### src/rtl/uart_pkg.sv
// Shared UART definitions: FSM state encoding, parity encodings and the
// baud divider helper used by both the transmit and receive paths.
package uart_pkg;

    typedef enum logic [2:0] {
        IDLE,
        START,
        DATA,
        PARITY,
        STOP
    } uart_state_t;

    localparam int PAR_NONE = 0;
    localparam int PAR_ODD  = 1;
    localparam int PAR_EVEN = 2;

    // Clock cycles per bit period, integer-truncated.
    function automatic int baud_div(input int clk_freq, input int bdr);
        return clk_freq / bdr;
    endfunction

endpackage

### src/rtl/uart_tx_fifo.sv
// Small synchronous FIFO feeding the UART transmitter. Head word is
// presented combinationally on dout; a push while full is dropped unless
// a pop frees a slot on the same edge.
module uart_tx_fifo #(
    parameter  int WIDTH = 8,
    parameter  int DEPTH = 16,
    localparam int AW    = $clog2(DEPTH),
    localparam int LW    = AW + 1
) (
    input  logic             clk,
    input  logic             rst_n,
    input  logic             push,
    input  logic             pop,
    input  logic [WIDTH-1:0] din,
    output logic [WIDTH-1:0] dout,
    output logic [LW-1:0]    level,
    output logic             full,
    output logic             empty
);

    logic [WIDTH-1:0] mem [DEPTH];
    logic [AW-1:0]    wr_ptr;
    logic [AW-1:0]    rd_ptr;
    logic             do_push;
    logic             do_pop;

    assign empty   = (level == '0);
    assign full    = (level == LW'(DEPTH));
    assign do_pop  = pop && !empty;
    assign do_push = push && (!full || do_pop);
    assign dout    = mem[rd_ptr];

    // Storage array write port.
    // NOTE: the data array has no reset; only pointers and level define validity.
    always_ff @(posedge clk) begin
        if (do_push) begin
            mem[wr_ptr] <= din;
        end
    end

    // Pointer and occupancy bookkeeping; pointers wrap naturally at DEPTH.
    always_ff @(posedge clk) begin
        if (!rst_n) begin
            wr_ptr <= '0;
            rd_ptr <= '0;
            level  <= '0;
        end else begin
            if (do_push) wr_ptr <= wr_ptr + 1'b1;
            if (do_pop)  rd_ptr <= rd_ptr + 1'b1;
            case ({do_push, do_pop})
                2'b10:   level <= level + 1'b1;
                2'b01:   level <= level - 1'b1;
                default: level <= level;
            endcase
        end
    end

endmodule

### src/rtl/uart_tx_fifo_sender.sv
// UART transmitter with input FIFO: start bit, LSB-first data, optional
// parity, 1 or 2 stop bits. txd is registered, so the start bit appears two
// edges after a push into an empty FIFO. Back-to-back frames have no gap.
// Optional build macro UART_TX_BREAK_EN adds break_req, which holds the idle
// line low once the current frame has finished.
module uart_tx_fifo_sender
    import uart_pkg::*;
#(
    parameter int EIGHT_BIT_DATA = 8,
    parameter int PARITY_BIT     = 0,
    parameter int STOP_BIT       = 2,
    parameter int DEFAULT_BDR    = 115200,
    parameter int CLK_FREQ       = 50000000,
    parameter int FIFO_DEPTH     = 16
) (
    input  logic                          clk,
    input  logic                          rst_n,
    input  logic                          wr_en,
    input  logic [EIGHT_BIT_DATA-1:0]     wr_data,
`ifdef UART_TX_BREAK_EN
    input  logic                          break_req,
`endif
    output logic                          full,
    output logic [$clog2(FIFO_DEPTH):0]   fifo_level,
    output logic                          txd,
    output logic                          busy
);

    localparam int       BAUD_DIV  = baud_div(CLK_FREQ, DEFAULT_BDR);
    localparam int       BW        = $clog2(BAUD_DIV);
    localparam logic [BW-1:0] BAUD_LAST = BW'(BAUD_DIV - 1);
    localparam logic [2:0]    LAST_DATA = 3'(EIGHT_BIT_DATA - 1);
    localparam logic [2:0]    LAST_STOP = 3'(STOP_BIT - 1);

    uart_state_t                state;
    uart_state_t                state_next;
    logic [EIGHT_BIT_DATA-1:0]  shift;
    logic [EIGHT_BIT_DATA-1:0]  fifo_dout;
    logic [BW-1:0]              baud_cnt;
    logic [2:0]                 bit_cnt;
    logic                       par_bit;
    logic                       fifo_empty;
    logic                       brk;
    logic                       pop;
    logic                       bit_end;
    logic                       bit_clr;
    logic                       bit_inc;
    logic                       shift_en;
    logic                       txd_next;

`ifdef UART_TX_BREAK_EN
    assign brk = break_req;
`else
    assign brk = 1'b0;
`endif

    uart_tx_fifo #(
        .WIDTH (EIGHT_BIT_DATA),
        .DEPTH (FIFO_DEPTH)
    ) u_fifo (
        .clk   (clk),
        .rst_n (rst_n),
        .push  (wr_en),
        .pop   (pop),
        .din   (wr_data),
        .dout  (fifo_dout),
        .level (fifo_level),
        .full  (full),
        .empty (fifo_empty)
    );

    assign bit_end = (state != IDLE) && (baud_cnt == BAUD_LAST);
    assign busy    = (state != IDLE) || (fifo_level != '0) || brk;

    // FSM state register.
    // NOTE: sequential state uses non-blocking assignments so all flops update together.
    always_ff @(posedge clk) begin
        if (!rst_n) state <= IDLE;
        else        state <= state_next;
    end

    // Next-state, FIFO pop and line value for the next cycle.
    // NOTE: every output gets a default first so no latch is inferred.
    always_comb begin
        state_next = state;
        pop        = 1'b0;
        txd_next   = 1'b1;
        bit_clr    = 1'b0;
        bit_inc    = 1'b0;
        shift_en   = 1'b0;
        case (state)
            IDLE: begin
                if (brk) begin
                    txd_next = 1'b0;
                end else if (!fifo_empty) begin
                    pop        = 1'b1;
                    bit_clr    = 1'b1;
                    state_next = START;
                end
            end
            START: begin
                txd_next = 1'b0;
                if (bit_end) state_next = DATA;
            end
            DATA: begin
                txd_next = shift[0];
                if (bit_end) begin
                    shift_en = 1'b1;
                    if (bit_cnt == LAST_DATA) begin
                        bit_clr = 1'b1;
                        if (PARITY_BIT != PAR_NONE) state_next = PARITY;
                        else                        state_next = STOP;
                    end else begin
                        bit_inc = 1'b1;
                    end
                end
            end
            PARITY: begin
                txd_next = par_bit;
                if (bit_end) state_next = STOP;
            end
            STOP: begin
                txd_next = 1'b1;
                if (bit_end) begin
                    if (bit_cnt == LAST_STOP) begin
                        bit_clr = 1'b1;
                        if (!fifo_empty && !brk) begin
                            pop        = 1'b1;
                            state_next = START;
                        end else begin
                            state_next = IDLE;
                        end
                    end else begin
                        bit_inc = 1'b1;
                    end
                end
            end
            default: state_next = IDLE;
        endcase
    end

    // Datapath: registered line, shift register, parity, bit and baud counters.
    always_ff @(posedge clk) begin
        if (!rst_n) begin
            txd      <= 1'b1;
            shift    <= '0;
            par_bit  <= 1'b0;
            bit_cnt  <= '0;
            baud_cnt <= '0;
        end else begin
            txd <= txd_next;
            if (pop) begin
                shift   <= fifo_dout;
                par_bit <= (^fifo_dout) ^ (PARITY_BIT == PAR_ODD);
            end else if (shift_en) begin
                shift <= shift >> 1;
            end
            if (bit_clr)      bit_cnt <= '0;
            else if (bit_inc) bit_cnt <= bit_cnt + 1'b1;
            if (state == IDLE || bit_end) baud_cnt <= '0;
            else                          baud_cnt <= baud_cnt + 1'b1;
        end
    end

endmodule

### config.mk
export PLATFORM = sky130hd
export DESIGN_NAME = uart_tx_fifo_sender
export DESIGN_NICKNAME = d
export VERILOG_FILES = /design/src/rtl/uart_pkg.sv /design/src/rtl/uart_tx_fifo.sv /design/src/rtl/uart_tx_fifo_sender.sv
export SDC_FILE = /design/constraint.sdc
export NUM_CORES = 1
export LEC_CHECK = 0
export ABC_CLOCK_PERIOD_IN_PS = 10350
export BUFFER_PORTS_ARGS = -buffer_cell sky130_fd_sc_hd__buf_2
export CAP_MARGIN = 20
export CORE_ASPECT_RATIO = 0.6
export CORE_UTILIZATION = 35
export CTS_CLUSTER_SIZE = 14
export DETAILED_ROUTE_END_ITERATION = 8
export RECOVER_POWER = 50
export SYNTH_ARGS = -nofsm -noshare
export SYNTH_HDL_FRONTEND = slang
export SYNTH_HIERARCHICAL = 1
export SYNTH_SLANG_ARGS = --single-unit
### constraint.sdc
create_clock -name clk -period 10.35 [get_ports clk]
set_input_delay 0.5175 -clock clk [delete_from_list [all_inputs] [get_ports clk]]
set_output_delay 0.5175 -clock clk [all_outputs]
set_load 0.05 [all_outputs]
==> impl_metrics.env <==
export IMPL_setup_viol=0
export IMPL_clkLatencyLatePin_ns=0.43
export IMPL_worstHoldPathType="reg2reg"
export IMPL_syn2layout_area_growth_pct=11.7
export IMPL_wl_mm=15.7
export IMPL_fin_hold_ws_ns=0.476
export IMPL_synth_area_per_cell_um2=15.4
export IMPL_core_mm2=0.0203
export IMPL_worstPathMaxFanout=12
export IMPL_ir_worst_vdd_mv=0.107
export IMPL_placed_area_mm2=0.00766
export IMPL_finalInstanceArea_mm2=0.00821
export IMPL_timing_rr_end="u_fifo/level[4]"
export IMPL_relSlewSlack_pct=-11.5
export IMPL_io_buffer_count=18
export IMPL_ys_seq_elements=170
export IMPL_finalNonFillerCells=779
export IMPL_yosys_warnings=6
export IMPL_hold_depth=1
export IMPL_ant_nets=0
export IMPL_drt_iter0_drc=611
export IMPL_critPathBufInv=1
export IMPL_worstPathArrival_ns=5.28
export IMPL_grt_usage_pct=15.3
export IMPL_viasPerCell=5.45
export IMPL_max_freq_mhz=203
export IMPL_cts_buffers=17
export IMPL_violations="capacitance limit, slew limit"
export IMPL_htreeDepth=4
export IMPL_grt_first_pass_wirelength_mm=24.3
export IMPL_synth_enable_flop_cells=128
export IMPL_fin_nets=518
export IMPL_num_antenna_cells=0
export IMPL_n_fill_cell=1820
export IMPL_r2r_slack_ns=5.43
export IMPL_drt_pass1_iter_count=5
export IMPL_grt_max_degree=33
export IMPL_hold_violations=0
export IMPL_synth_top_area_share_pct=52.3
export IMPL_cts_tree="done"
export IMPL_ys_types=57
export IMPL_path_cells="or4_1 > nor2_1 > or3_2 > nor4_1 > or2_2 > nor2b_1 > o21ai_4 > inv_2 > ha_1 > nand2b_1 > a21oi_1 > or4_1 > nand4_1"
export IMPL_path_clk_slew_ns=0.07
export IMPL_ioPinCount=19
export IMPL_critical_path_most_common_cell="or4_1"
export IMPL_start_util_pct=36.3
export IMPL_hp_start="baud_cnt[0]"
export IMPL_crit_path_start_kind="flip-flop"
export IMPL_end_kind="flip-flop"
export IMPL_synth_nets=503
export IMPL_drive_gt1_share_pct=16.6
export IMPL_crit_family="simple AND/OR/NAND/NOR gates"
export IMPL_crit_slowest_cell="nor4_1"
export IMPL_cts_setup_buffers=0
export IMPL_critical_path_class="reg2reg"
export IMPL_cts_num_sinks=170
export IMPL_grt_pass1_vias=4034
export IMPL_maxCapViolations=1
export IMPL_synth_cells=478
export IMPL_fin_tns_setup_ns=0
export IMPL_tightest_slew_ns=1.66
export IMPL_synth_area_mm2=0.00735
export IMPL_die_area_mm2=0.0216
export IMPL_maxSlewViolCount=13
export IMPL_async_flop_share_pct=0
export IMPL_antenna_found_initial=0
export IMPL_pwr_density_cell_mw_per_mm2=233
export IMPL_netlist_top_cells_count="edfxtp_1 (128), dfxtp_1 (42), mux4_2 (32)"
export IMPL_period_needed_ns=4.92
export IMPL_post_place_cells=746
export IMPL_gp_congestion=0.774
export IMPL_whs_endpoint="baud_cnt[0]"
export IMPL_rows=40
export IMPL_cts_repair_resized=0
export IMPL_synth_ff_type="edfxtp_1"
export IMPL_timing_rr_start="u_fifo/level[1]"
export IMPL_cts_max_path_buffers=2
export IMPL_rsz0062_at_grt="no"
export IMPL_yosysSeqAreaShare_pct=63.7
export IMPL_hold_buffers=0
export IMPL_fin_crit_sh_pct=47.5
export IMPL_dp_final_hpwl_mm=10.6
export IMPL_slowest_delay_ns=1.26
export IMPL_die_h_um=114
export IMPL_cts_root_buf="clkbuf_16"
export IMPL_finalClockSkew_ns=0.0123
export IMPL_fin_util_pct=40.5
export IMPL_vias=4246
export IMPL_leakagePower_nw=2.66
export IMPL_routedWlPerCell_um=20.1
export IMPL_drc=0
export IMPL_die_w_um=189
export IMPL_synth_top_cell_by_area="edfxtp_1"
export IMPL_synth_most_common_cell="edfxtp_1"
export IMPL_status="finished, violations left"
export IMPL_overflow=0
export IMPL_worstRegToRegCells=13
export IMPL_cp_data_required_time_ns=10.71
export IMPL_synth_area_top_cells="edfxtp_1 (52%), dfxtp_1 (11%), mux4_2 (9.8%), ha_1 (2.2%), xnor2_1 (2.0%)"
report_power, final:
part	total [mW]	internal, mW	switching (mW)
Clock	0.630	0.365	0.266
Combinational	0.465	0.173	0.293
Sequential	0.819	0.780	0.0398
Total	1.91	1.32	0.598
area by class of cell:
type                            instances  area (um2)  share of cell area, %
Tap cell                              273         342                   4.16
Inverter                               10        37.5                  0.457
Multi-Input combinational cell        273        2460                   29.9
Clock inverter                          8        66.3                  0.808
Clock buffer                           24         529                   6.45
Sequential cell                       170        4690                   57.1
Timing Repair Buffer                   21        90.1                   1.10
worst max path at each step:
| stage | start | end | slack, ns | cells past startpoint |
|---|---|---|---|---|
| 6_report | u_fifo/level[1] | u_fifo/level[4] | 5.43 | 13 |
| 5_1_grt | u_fifo/level[1] | u_fifo/level[4] | 4.99 | 12 |
| 4_1_cts | u_fifo/level[4] | u_fifo/level[4] | 6.52 | 10 |
| 3_5_place_dp | u_fifo/level[4] | u_fifo/level[4] | 6.54 | 10 |
| 3_3_place_gp | u_fifo/level[4] | u_fifo/level[4] | 6.75 | 10 |
| 2_1_floorplan | u_fifo/level[3] | u_fifo/level[4] | 6.74 | 15 |
layout by cell type (no fill, tap or decap), types with 8 or more instances in the layout:
cell type  count
and2_1        18
nor2_1        23
ha_1          13
xnor2_1       17
edfxtp_1     128
and3_1         8
a21oi_1        9
inv_1          9
clkbuf_16     20
nand2_1       25
o211ai_1      11
dfxtp_1       41
clkbuf_1      16
a22oi_1       16
mux4_2        32
state kept, by name, indices dropped and copies added (netlist names), named ones only:
signal and cells:
u_fifo/level 5, u_fifo/mem 128, txd 1, u_fifo/wr_ptr 4, par_bit 1, shift 8, u_fifo/rd_ptr 4, state 3
bit_cnt 3, baud_cnt 9
worst reg2reg max path: stages, from the launching register on:
cell,delay [ns]
dfxtp_1,0.44
or4_1,0.45
nor2_1,0.17
or3_2,0.46
nor4_1,1.26
or2_2,0.43
nor2b_1,0.26
o21ai_4,0.10
inv_2,0.12
ha_1,0.27
nand2b_1,0.11
a21oi_1,0.13
or4_1,0.54
nand4_1,0.11
layer usage:
layer / track usage (%) / up-vias / part of all wire [%]
li1: - / 1900 / -
met1: 23.9 / 2172 / 51
met2: 20.1 / 161 / 41
met3: 4.05 / 13 / 7.1
met4: 5.11 / 0 / 0.82
met5: 0 / - / 0
logic make-up after synthesis:
logic type / share of synthesized area (%)
xor gates and xnor gates: 2.26
adders and majority gates: 2.49
DFF: 63.7
buffers and inverters: 2.33
muxes: 10.8
and+or+nand+nor: 10.4
AOI/OAI and AO/OA: 7.99
stage by stage:
step / setup WS [ns] / total power, mW
floorplan: 6.74 / 1.20
global placement: 6.75 / 1.29
detailed placement: 6.54 / 1.30
CTS: 6.52 / 1.94
global route: 4.99 / 2.00
finish: 5.43 / 1.91
No activity file was read; power rests on OpenSTA's default activity.
